## config.mk

```make
export PLATFORM = sky130hd
export DESIGN_NAME = wash_controller_flat
export DESIGN_NICKNAME = d
export VERILOG_FILES = /design/src/rtl/wash_pkg.sv /design/src/rtl/wash_controller_if.sv /design/src/rtl/wash_phase_timer.sv /design/src/rtl/wash_controller.sv /design/src/flat_wrapper.sv
export SDC_FILE = /design/constraint.sdc
export NUM_CORES = 1
export LEC_CHECK = 0
export CAP_MARGIN = 30
export CORE_MARGIN = 2
export CORE_UTILIZATION = 42
export CTS_CLUSTER_DIAMETER = 30
export CTS_CLUSTER_SIZE = 16
export DETAILED_ROUTE_END_ITERATION = 10
export GPL_ROUTABILITY_DRIVEN = 0
export GPL_TIMING_DRIVEN = 1
export PLACE_DENSITY_LB_ADDON = 0.12
export SETUP_SLACK_MARGIN = 0.15
export SLEW_MARGIN = 5
export SYNTH_ARGS = -nofsm -noshare
export SYNTH_HDL_FRONTEND = slang
export SYNTH_HIERARCHICAL = 1
export SYNTH_SLANG_ARGS = --single-unit
```

## constraint.sdc

```tcl
create_clock -name clk -period 7.2 [get_ports clk]
set_input_delay 1.08 -clock clk [delete_from_list [all_inputs] [get_ports clk]]
set_output_delay 1.08 -clock clk [all_outputs]
set_load 0.01 [all_outputs]
```

## src/rtl/wash_pkg.sv

```systemverilog
`default_nettype none
// ----------------------------------------------------------------------------
// Module : wash_pkg
// Brief  : Encodings, default durations and sequencing helpers for the washer.
// Rev    : 1.0  initial release
// ----------------------------------------------------------------------------
package wash_pkg;

    localparam int unsigned TIME_W        = 7;
    localparam int unsigned DEF_T_WASH    = 9;
    localparam int unsigned DEF_T_RINSE   = 6;
    localparam int unsigned DEF_T_SPIN    = 3;
    localparam int unsigned DEF_ORDER_MAX = 24;

    typedef logic [TIME_W-1:0] ticks_t;

    typedef enum logic [2:0] {
        MODEL_WRS = 3'b000,
        MODEL_W   = 3'b001,
        MODEL_WR  = 3'b010,
        MODEL_R   = 3'b011,
        MODEL_RS  = 3'b100,
        MODEL_S   = 3'b101
    } model_e;

    typedef enum logic [1:0] {
        PH_WASH  = 2'b00,
        PH_RINSE = 2'b01,
        PH_SPIN  = 2'b10
    } phase_e;

    typedef enum logic [1:0] {
        RUN_IDLE   = 2'b00,
        RUN_ACTIVE = 2'b01,
        RUN_PAUSED = 2'b10
    } run_state_e;

    function automatic model_e next_model(model_e m);
        return (m == MODEL_S) ? MODEL_WRS : model_e'(m + 3'd1);
    endfunction

    function automatic phase_e first_phase(model_e m);
        case (m)
            MODEL_WRS, MODEL_W, MODEL_WR: return PH_WASH;
            MODEL_R, MODEL_RS:            return PH_RINSE;
            default:                      return PH_SPIN;
        endcase
    endfunction

    // Phases always run in wash->rinse->spin order, so only the successor check is model-specific.
    function automatic logic has_next_phase(model_e m, phase_e p);
        case (p)
            PH_WASH:  return (m == MODEL_WRS) || (m == MODEL_WR);
            PH_RINSE: return (m == MODEL_WRS) || (m == MODEL_RS);
            default:  return 1'b0;
        endcase
    endfunction

    function automatic phase_e next_phase(phase_e p);
        return (p == PH_WASH) ? PH_RINSE : PH_SPIN;
    endfunction

    function automatic ticks_t phase_len(phase_e p, ticks_t tw, ticks_t tr, ticks_t ts);
        case (p)
            PH_WASH:  return tw;
            PH_RINSE: return tr;
            default:  return ts;
        endcase
    endfunction

    function automatic ticks_t model_total(model_e m, ticks_t tw, ticks_t tr, ticks_t ts);
        ticks_t sum;
        sum = '0;
        if (m inside {MODEL_WRS, MODEL_W, MODEL_WR})           sum = sum + tw;
        if (m inside {MODEL_WRS, MODEL_WR, MODEL_R, MODEL_RS}) sum = sum + tr;
        if (m inside {MODEL_WRS, MODEL_RS, MODEL_S})           sum = sum + ts;
        return sum;
    endfunction

endpackage
`default_nettype wire

```

## src/rtl/wash_controller_if.sv

```systemverilog
`default_nettype none
// ----------------------------------------------------------------------------
// Module : wash_controller_if
// Brief  : Key/tick inputs and status outputs of the washer controller.
// Rev    : 1.0  initial release
// ----------------------------------------------------------------------------
interface wash_controller_if;

    logic       tick_1hz;
    logic       power_on;
    logic       start_pulse;
    logic       model_pulse;
    logic       clothes_pulse;
    logic       order_pulse;
    logic [2:0] current_model;
    logic [1:0] current_program;
    logic [1:0] run_state;
    logic [6:0] rest_time;
    logic [6:0] remain_time;
    logic       finish;

    modport master (
        output tick_1hz, power_on, start_pulse, model_pulse, clothes_pulse, order_pulse,
        input  current_model, current_program, run_state, rest_time, remain_time, finish
    );

    modport slave (
        input  tick_1hz, power_on, start_pulse, model_pulse, clothes_pulse, order_pulse,
        output current_model, current_program, run_state, rest_time, remain_time, finish
    );

endinterface
`default_nettype wire

```

## src/rtl/wash_phase_timer.sv

```systemverilog
`default_nettype none
// ----------------------------------------------------------------------------
// Module : wash_phase_timer
// Brief  : Loadable down-counter for the active phase; flags its final tick.
// Rev    : 1.0  initial release
// ----------------------------------------------------------------------------
module wash_phase_timer
    import wash_pkg::*;
(
    input  logic   clk,
    input  logic   rst_n,
    input  logic   clear_i,
    input  logic   load_i,
    input  ticks_t load_val_i,
    input  logic   dec_i,
    output logic   last_o
);

    ticks_t count_q, count_d;

    always_comb begin
        count_d = count_q;
        if (clear_i) begin
            count_d = '0;
        end else if (load_i) begin
            count_d = load_val_i;
        end else if (dec_i && (count_q != '0)) begin
            count_d = count_q - ticks_t'(1);
        end
    end

    always_ff @(posedge clk or negedge rst_n) begin
        if (!rst_n) begin
            count_q <= '0;
        end else begin
            count_q <= count_d;
        end
    end

    // Registered-only decode so the controller can use it without a comb loop.
    assign last_o = (count_q == ticks_t'(1));

endmodule
`default_nettype wire

```

## src/rtl/wash_controller.sv

```systemverilog
`default_nettype none
// ----------------------------------------------------------------------------
// Module : wash_controller
// Brief  : Washing-machine program FSM with model selection and delay start.
// Rev    : 1.0  initial release
// ----------------------------------------------------------------------------
module wash_controller
    import wash_pkg::*;
#(
    parameter int unsigned T_WASH    = DEF_T_WASH,
    parameter int unsigned T_RINSE   = DEF_T_RINSE,
    parameter int unsigned T_SPIN    = DEF_T_SPIN,
    parameter int unsigned ORDER_MAX = DEF_ORDER_MAX
) (
    input  logic                clk,
    input  logic                rst_n,
    wash_controller_if.slave    bus
);

    localparam ticks_t C_TW        = ticks_t'(T_WASH);
    localparam ticks_t C_TR        = ticks_t'(T_RINSE);
    localparam ticks_t C_TS        = ticks_t'(T_SPIN);
    localparam ticks_t C_ORDER_MAX = ticks_t'(ORDER_MAX);
    localparam ticks_t C_TOTAL_RST = ticks_t'(T_WASH + T_RINSE + T_SPIN);

    model_e     model_q,   model_d;
    phase_e     program_q, program_d;
    run_state_e run_q,     run_d;
    ticks_t     rest_q,    rest_d;
    ticks_t     remain_q,  remain_d;
    logic       finish_q,  finish_d;

    logic       w_tmr_clear;
    logic       w_tmr_load;
    ticks_t     w_tmr_load_val;
    logic       w_tmr_dec;
    logic       w_tmr_last;

    wash_phase_timer u_phase_timer (
        .clk        (clk),
        .rst_n      (rst_n),
        .clear_i    (w_tmr_clear),
        .load_i     (w_tmr_load),
        .load_val_i (w_tmr_load_val),
        .dec_i      (w_tmr_dec),
        .last_o     (w_tmr_last)
    );

    // Each branch is taken only if its key is acceptable in the current state,
    // so a rejected higher-priority key lets the next one (or the tick) through.
    always_comb begin
        model_d        = model_q;
        program_d      = program_q;
        run_d          = run_q;
        rest_d         = rest_q;
        remain_d       = remain_q;
        finish_d       = finish_q;
        w_tmr_clear    = 1'b0;
        w_tmr_load     = 1'b0;
        w_tmr_load_val = '0;
        w_tmr_dec      = 1'b0;

        if (!bus.power_on) begin
            model_d     = MODEL_WRS;
            program_d   = PH_WASH;
            run_d       = RUN_IDLE;
            rest_d      = '0;
            remain_d    = C_TOTAL_RST;
            finish_d    = 1'b0;
            w_tmr_clear = 1'b1;
        end else if (bus.start_pulse) begin
            case (run_q)
                RUN_IDLE: begin
                    run_d          = RUN_ACTIVE;
                    finish_d       = 1'b0;
                    program_d      = first_phase(model_q);
                    remain_d       = model_total(model_q, C_TW, C_TR, C_TS);
                    w_tmr_load     = 1'b1;
                    w_tmr_load_val = phase_len(first_phase(model_q), C_TW, C_TR, C_TS);
                end
                RUN_ACTIVE: run_d = RUN_PAUSED;
                default:    run_d = RUN_ACTIVE;
            endcase
        end else if (bus.clothes_pulse && (run_q == RUN_ACTIVE) && (program_q == PH_WASH)) begin
            run_d = RUN_PAUSED;
        end else if (bus.model_pulse && (run_q == RUN_IDLE)) begin
            model_d   = next_model(model_q);
            finish_d  = 1'b0;
            program_d = first_phase(next_model(model_q));
            remain_d  = model_total(next_model(model_q), C_TW, C_TR, C_TS);
        end else if (bus.order_pulse && (run_q == RUN_IDLE)) begin
            rest_d = (rest_q >= C_ORDER_MAX) ? '0 : rest_q + ticks_t'(1);
        end else if (bus.tick_1hz && (run_q == RUN_ACTIVE)) begin
            if (rest_q != '0) begin
                rest_d = rest_q - ticks_t'(1);
            end else begin
                remain_d  = remain_q - ticks_t'(1);
                w_tmr_dec = 1'b1;
                if (w_tmr_last) begin
                    if (has_next_phase(model_q, program_q)) begin
                        program_d      = next_phase(program_q);
                        w_tmr_load     = 1'b1;
                        w_tmr_load_val = phase_len(next_phase(program_q), C_TW, C_TR, C_TS);
                    end else begin
                        remain_d  = '0;
                        finish_d  = 1'b1;
                        run_d     = RUN_IDLE;
                        model_d   = MODEL_WRS;
                        program_d = PH_WASH;
                    end
                end
            end
        end
    end

    always_ff @(posedge clk or negedge rst_n) begin
        if (!rst_n) begin
            model_q   <= MODEL_WRS;
            program_q <= PH_WASH;
            run_q     <= RUN_IDLE;
            rest_q    <= '0;
            remain_q  <= C_TOTAL_RST;
            finish_q  <= 1'b0;
        end else begin
            model_q   <= model_d;
            program_q <= program_d;
            run_q     <= run_d;
            rest_q    <= rest_d;
            remain_q  <= remain_d;
            finish_q  <= finish_d;
        end
    end

    assign bus.current_model   = model_q;
    assign bus.current_program = program_q;
    assign bus.run_state       = run_q;
    assign bus.rest_time       = rest_q;
    assign bus.remain_time     = remain_q;
    assign bus.finish          = finish_q;

endmodule
`default_nettype wire

```

## src/flat_wrapper.sv

```systemverilog
// flat-port wrapper written by rule: the top's interface ports become plain ports
module wash_controller_flat import wash_pkg::*;
#(
    parameter int unsigned T_WASH    = DEF_T_WASH,
    parameter int unsigned T_RINSE   = DEF_T_RINSE,
    parameter int unsigned T_SPIN    = DEF_T_SPIN,
    parameter int unsigned ORDER_MAX = DEF_ORDER_MAX
)
  (clk, rst_n, bus_tick_1hz, bus_power_on, bus_start_pulse, bus_model_pulse, bus_clothes_pulse, bus_order_pulse, bus_current_model, bus_current_program, bus_run_state, bus_rest_time, bus_remain_time, bus_finish);
  wash_controller_if bus_i ();
  input  logic clk;
  input  logic rst_n;
  input wire logic [$bits(bus_i.tick_1hz)-1:0] bus_tick_1hz;
  input wire logic [$bits(bus_i.power_on)-1:0] bus_power_on;
  input wire logic [$bits(bus_i.start_pulse)-1:0] bus_start_pulse;
  input wire logic [$bits(bus_i.model_pulse)-1:0] bus_model_pulse;
  input wire logic [$bits(bus_i.clothes_pulse)-1:0] bus_clothes_pulse;
  input wire logic [$bits(bus_i.order_pulse)-1:0] bus_order_pulse;
  output wire logic [$bits(bus_i.current_model)-1:0] bus_current_model;
  output wire logic [$bits(bus_i.current_program)-1:0] bus_current_program;
  output wire logic [$bits(bus_i.run_state)-1:0] bus_run_state;
  output wire logic [$bits(bus_i.rest_time)-1:0] bus_rest_time;
  output wire logic [$bits(bus_i.remain_time)-1:0] bus_remain_time;
  output wire logic [$bits(bus_i.finish)-1:0] bus_finish;
  assign bus_i.tick_1hz = bus_tick_1hz;
  assign bus_i.power_on = bus_power_on;
  assign bus_i.start_pulse = bus_start_pulse;
  assign bus_i.model_pulse = bus_model_pulse;
  assign bus_i.clothes_pulse = bus_clothes_pulse;
  assign bus_i.order_pulse = bus_order_pulse;
  assign bus_current_model = bus_i.current_model;
  assign bus_current_program = bus_i.current_program;
  assign bus_run_state = bus_i.run_state;
  assign bus_rest_time = bus_i.rest_time;
  assign bus_remain_time = bus_i.remain_time;
  assign bus_finish = bus_i.finish;
  wash_controller #(.T_WASH(T_WASH), .T_RINSE(T_RINSE), .T_SPIN(T_SPIN), .ORDER_MAX(ORDER_MAX)) u_core (.clk(clk), .rst_n(rst_n), .bus(bus_i));
endmodule
```

==> impl_metrics.ini, run 1 <==
[status]
status = complete, no violations

[timing]
worst_pin_slew_ns = 0.833
rsz0062_at_grt = false
fin_skew_ns = 0.00880
finalSetupViolCount = 0
hold_violations = 0
period_share_pct = 52.8
tns_ns = 0
report.final.slew_viol_count = 0
relSlewSlack_pct = 44.2
post-route-min-period_ns = 3.80
fmax_mhz = 263

[route]
ant_nets = 0
dr.pass1.iters = 6
drt_iter0_markers = 154
drt-total-wl_um = 6010
wl_per_cell_um = 15.4
vias_per_cell = 5.84
drcViolationCount = 0
vias = 2270

[power_and_ir_drop]
comb_power_share_pct = 28.7
p_switching_mw = 0.159
peakVddDrop_mv = 0.0614
leakage_nw = 1.08
power.internal_mw = 0.301
power.density_nw_per_um2 = 167
power_mw = 0.460
clockPowerShare_pct = 28.9
p_sw_share_pct = 34.5
pwr-share-seq_pct = 42.4

[cts]
cts.path.max_buffers = 2
path_clk_slew_ns = 0.06
cts_tree = built
cts_htree_levels = 2
ctsHoldBuffers = 0
cts_num_sinks = 29
cts-buffers-inserted = 5
cts_setup_buffers = 0
cts-root-buf = clkbuf_8
cts-resized-gates = 0
clk-insertion-delay-late_ns = 0.28

[setup_path]
r2r_setup_slack_ns = 4.15
critical_path.max_fanout = 25
critPathLaunchType = input pin
arrival_ns = 3.97
end_kind = flip-flop
crit_start = bus_power_on
cp.required_ns = 7.36
r2r-end = u_core/u_phase_timer/count_q[1]$_DFFE_PN0P_
r2r.worst_path.cells = 11
r2r-start = u_core/bus.rest_time[0]$_DFFE_PN0P_
critPathKind = in2reg

[place]
port-buffer-count = 29
dp_cells = 381
hpwl_um = 4230

[final_layout]
layout.nets = 333
post-route-util_pct = 50.6
n_antenna_cell = 0
n_fill_cell = 524
instances_no_fill = 389
drive_above_1_share_pct = 6.62
syn2layout_area_growth_pct = 17.3

[synth]
synthSimpleGateAreaFrac_pct = 26.1
seq_area_frac_synth_pct = 31.1
synth_top_area_cell = dfrtp_1
ys_seq_elements = 29
syn_area_sq_um = 2340
postSynthCellCount = 292
synth_mux_area_share_pct = 3.09
synth_xor_area_share_pct = 1.87
synth.yosys.warnings = 6
avgSynthCellArea_sq_um = 8.03
synth.area.top_cells = dfrtp_1, ha_1, a21oi_1
synth-adder-area-share_pct = 4.80
yosysUniqueCellTypes = 61
synth_top_cell_area_share_pct = 28.8
async_flop_share_pct = 100
synth-compound-area-share_pct = 25.7
synth_top_family_by_area = simple AND/OR/NAND/NOR gates
ys.flop_type = dfrtp_1
synth_edf_count = 0

[flow_run]
cap_violations = 0

[grt]
grt_pass1_vias = 2168
antenna_found_initial = 0
grt_pass1_wl_um = 10400
grt-ovfl-total = 0
grt_max_degree = 30
track_usage_pct = 21.2

[floorplanning]
coreArea_sq_um = 5440
io_pins = 30
die_y_um = 78.7
rows = 27
die_w_um = 78.7
die_area_sq_um = 6200
start_util_pct = 43.1

[worst_hold_path]
holdPathStages = 1
hp-class = reg2reg
min_to = u_core/bus.finish$_DFFE_PN0P_
min_from = u_core/bus.finish$_DFFE_PN0P_
## how the worst max path moves through the flow
stage	end
6_report	u_core/bus.current_program[1]$_DFFE_PN0P_
5_1_grt	u_core/bus.current_program[1]$_DFFE_PN0P_
4_1_cts	u_core/bus.current_program[1]$_DFFE_PN0P_
3_5_place_dp	u_core/bus.current_program[1]$_DFFE_PN0P_
3_3_place_gp	u_core/bus.current_program[1]$_DFFE_PN0P_
2_1_floorplan	u_core/u_phase_timer/count_q[5]$_DFFE_PN0P_
## worst max-delay path: stages
cell and delay [ns]:
clkdlybuf4s50_1 0.75, clkinv_1 0.71, a21oi_1 0.47, o21ai_1 0.35, o21ai_1 0.24, mux2_2 0.36
## power groups by stage
stage                     clock (mW)  sequential, mW  combinational (mW)
after floorplan                    0           0.195              0.0891
final                          0.133           0.195               0.132
after detailed placement           0           0.198               0.131
after CTS                      0.137           0.195               0.132
after global routing           0.146           0.198               0.148
after global placement             0           0.198               0.131
## area by class of cell
| class | count | area (sq um) | share of cell area [%] |
|---|---|---|---|
| clock buffer | 6 | 72.6 | 2.64 |
| tap | 72 | 90.1 | 3.27 |
| multi-input combinational | 225 | 1460 | 52.9 |
| timing repair buffer | 31 | 305 | 11.1 |
| sequential | 29 | 728 | 26.5 |
| inverter | 24 | 90.1 | 3.27 |
| clock inverter | 2 | 10.0 | 0.364 |
## cell families after synthesis
family,count (synthesis)
simple gates,113
xor+xnor,5
compound gates,88
fa+ha+maj,9
buf+inv,40
flops,29
other cells,1
mux,7
## cell usage in the layout (no fill, tap or decap), drive strengths merged, types with 7 or more instances in the layout
master and n:
clkdlybuf4s50 29, dfrtp 27, nor2 26, inv 23
a21oi 22, nand2 21, o21ai 17, nor3 13
nand3 10, ha 9, a211oi 7
## metal layers
layer  GRT usage [%]  part of all wire, %  vias to the layer above
met1            28.0                   47                     1075
li1                -                    -                     1125
met3            3.75                  4.8                        7
met5               0                    0                        -
met2            35.1                   48                       63
met4            6.84                 0.92                        0
## Yosys cell counts, types with 6 or more instances
| cell type | number |
|---|---|
| nor3_1 | 13 |
| a211oi_1 | 7 |
| clkbuf_1 | 10 |
| nor2_1 | 26 |
| a21oi_1 | 22 |
| inv_1 | 23 |
| nand2_1 | 21 |
| o31ai_1 | 6 |
| nand3_1 | 10 |
| ha_1 | 9 |
| o21ai_0 | 13 |
| dfrtp_1 | 27 |
## registers in the layout, summed over array words and instances (netlist names)
signal / flops
u_core/u_phase_timer/count_q: 7
u_core/bus.current_model: 3
u_core/bus.remain_time: 7
u_core/bus.rest_time: 7
u_core/bus.finish: 1
u_core/bus.run_state: 2
u_core/bus.current_program: 2
## metrics by stage
stage               hold slack [ns]  instance area (sq um)  setup slack (ns)
floorplan                     0.527                   2350              4.39
global placement              0.507                   2670              3.22
detailed placement            0.501                   2670              3.14
CTS                           0.521                   2750              3.43
global route                  0.532                   2750              3.17
finish                        0.514                   2750              3.40
No activity file was read; power rests on OpenSTA's default activity.
==> inputs of run 2 (changes only) <==
clock period = 3.1 ns   (was 7.2 ns; I/O delays follow)
==> run 2 against run 1 <==
Effect of this change: utilization increased by 1.6 points; total power rose by 140%; global-route usage increased by 0.48 points; hold slack lost 0.013 ns; routed wire length is 3.9% higher.
==> impl_metrics.ini, run 2 (same netlist as run 1, synthesis figures left out) <==
[cts]
cts-root-buf = clkbuf_8
cts.path.max_buffers = 2
cts_num_sinks = 29
cts_setup_buffers = 0
cts_tree = built
cts_htree_levels = 2
cts-resized-gates = 0
ctsHoldBuffers = 0
cts-buffers-inserted = 5
path_clk_slew_ns = 0.06
clk-insertion-delay-late_ns = 0.28

[worst_hold_path]
hp-class = reg2reg
holdPathStages = 1
min_to = u_core/bus.finish$_DFFE_PN0P_
min_from = u_core/bus.finish$_DFFE_PN0P_

[route]
vias = 2316
ant_nets = 0
drt-total-wl_um = 6240
drcViolationCount = 0
drt_iter0_markers = 102
vias_per_cell = 5.80
dr.pass1.iters = 4
wl_per_cell_um = 15.6

[setup_path]
slowest_stage = or4b_4
end_kind = flip-flop
r2r_setup_slack_ns = 0.46
critPathLaunchType = flip-flop
arrival_ns = 2.86
r2r-start = u_core/bus.rest_time[0]$_DFFE_PN0P_
cp.required_ns = 3.32
r2r.worst_path.cells = 9
critPathKind = reg2reg
critPathMaxStageDelay_ns = 0.50
path_cells = inv_1 > ha_1 > nor3b_1 > nand4_1 > nor2_1 > or4b_4 > o21bai_1 > o41ai_1 > o21a_1
r2r-end = u_core/u_phase_timer/count_q[5]$_DFFE_PN0P_
critical_path.max_fanout = 7

[floorplanning]
die_w_um = 78.7
start_util_pct = 43.1
coreArea_sq_um = 5440
die_area_sq_um = 6200
io_pins = 30
rows = 27
die_y_um = 78.7

[timing]
rsz0062_at_grt = false
hold_violations = 0
post-route-min-period_ns = 2.64
holdWs_ns = 0.501
tns_ns = 0
fmax_mhz = 379
finalSetupViolCount = 0
fin_skew_ns = 0.00652
period_share_pct = 85.2
report.final.slew_viol_count = 0
setup_slack_ns = 0.460

[final_layout]
fin_area_sq_um = 2840
layout.nets = 344
syn2layout_area_growth_pct = 21.0
multi_input_area_sq_um = 1460
drive_above_1_share_pct = 9.48
mostFrequentLayoutCells = clkdlybuf4s50_1, dfrtp_1, nor2_1
n_antenna_cell = 0
instances_no_fill = 399
post-route-util_pct = 52.2
final_common_cell = clkdlybuf4s50_1
n_fill_cell = 540
regArea_sq_um = 728

[place]
place_area_sq_um = 2750
dp_cells = 392
hpwl_um = 4490
post-place-ws_ns = 0.490
port-buffer-count = 29

[power_and_ir_drop]
power_mw = 1.09
leakage_nw = 1.13
power.density_nw_per_um2 = 385
peakVddDrop_mv = 0.211

[grt]
antenna_found_initial = 0
grt_pass1_wl_um = 10700
grt-ovfl-total = 0
track_usage_pct = 21.7
grt_pass1_vias = 2269
grt_max_degree = 30

[flow_run]
cap_violations = 0

[status]
status = complete, no violations
run 2: routing by layer:
| layer | part of all wire [%] | GRT usage, % |
|---|---|---|
| met5 | 0 | 0 |
| met4 | 1.4 | 6.32 |
| met3 | 3.4 | 3.98 |
| met2 | 47 | 35.7 |
| met1 | 48 | 29.0 |
run 2: critical path, delay by kind of cell, from the launching register on:
kind,cells,cell delay [ns]
buffers and inverters,1,0.12
adders and majority gates,1,0.14
DFF,1,0.44
AOI/OAI and AO/OA,3,0.60
and+or+nand+nor,4,1.26
run 2: where the power goes:
| group | internal, mW | leakage (nW) | switching (mW) |
|---|---|---|---|
| Clock | 0.176 | 0.0443 | 0.141 |
| Combinational | 0.149 | 0.698 | 0.172 |
| Sequential | 0.406 | 0.388 | 0.0465 |
| Total | 0.731 | 1.13 | 0.360 |
run 2: how the worst max path moves through the flow:
stage	from	end	slack, ns	depth (start not counted)
after floorplan	u_core/bus.rest_time[0]$_DFFE_PN0P_	u_core/u_phase_timer/count_q[5]$_DFFE_PN0P_	0.54	9
after global placement	bus_start_pulse	u_core/bus.current_program[1]$_DFFE_PN0P_	0.53	7
after detailed placement	bus_tick_1hz	u_core/u_phase_timer/count_q[3]$_DFFE_PN0P_	0.49	7
after CTS	u_core/bus.rest_time[0]$_DFFE_PN0P_	u_core/u_phase_timer/count_q[5]$_DFFE_PN0P_	0.45	9
after global routing	u_core/bus.rest_time[1]$_DFFE_PN0P_	u_core/u_phase_timer/count_q[5]$_DFFE_PN0P_	0.21	9
final	u_core/bus.rest_time[0]$_DFFE_PN0P_	u_core/u_phase_timer/count_q[5]$_DFFE_PN0P_	0.46	9
run 2: area by class of cell:
class,count,area share [%]
well taps,72,3.17
clock buffers,7,3.04
flip-flops and latches,29,25.7
inverters,24,3.17
multi-input cells,225,51.3
repair buffers,42,13.7
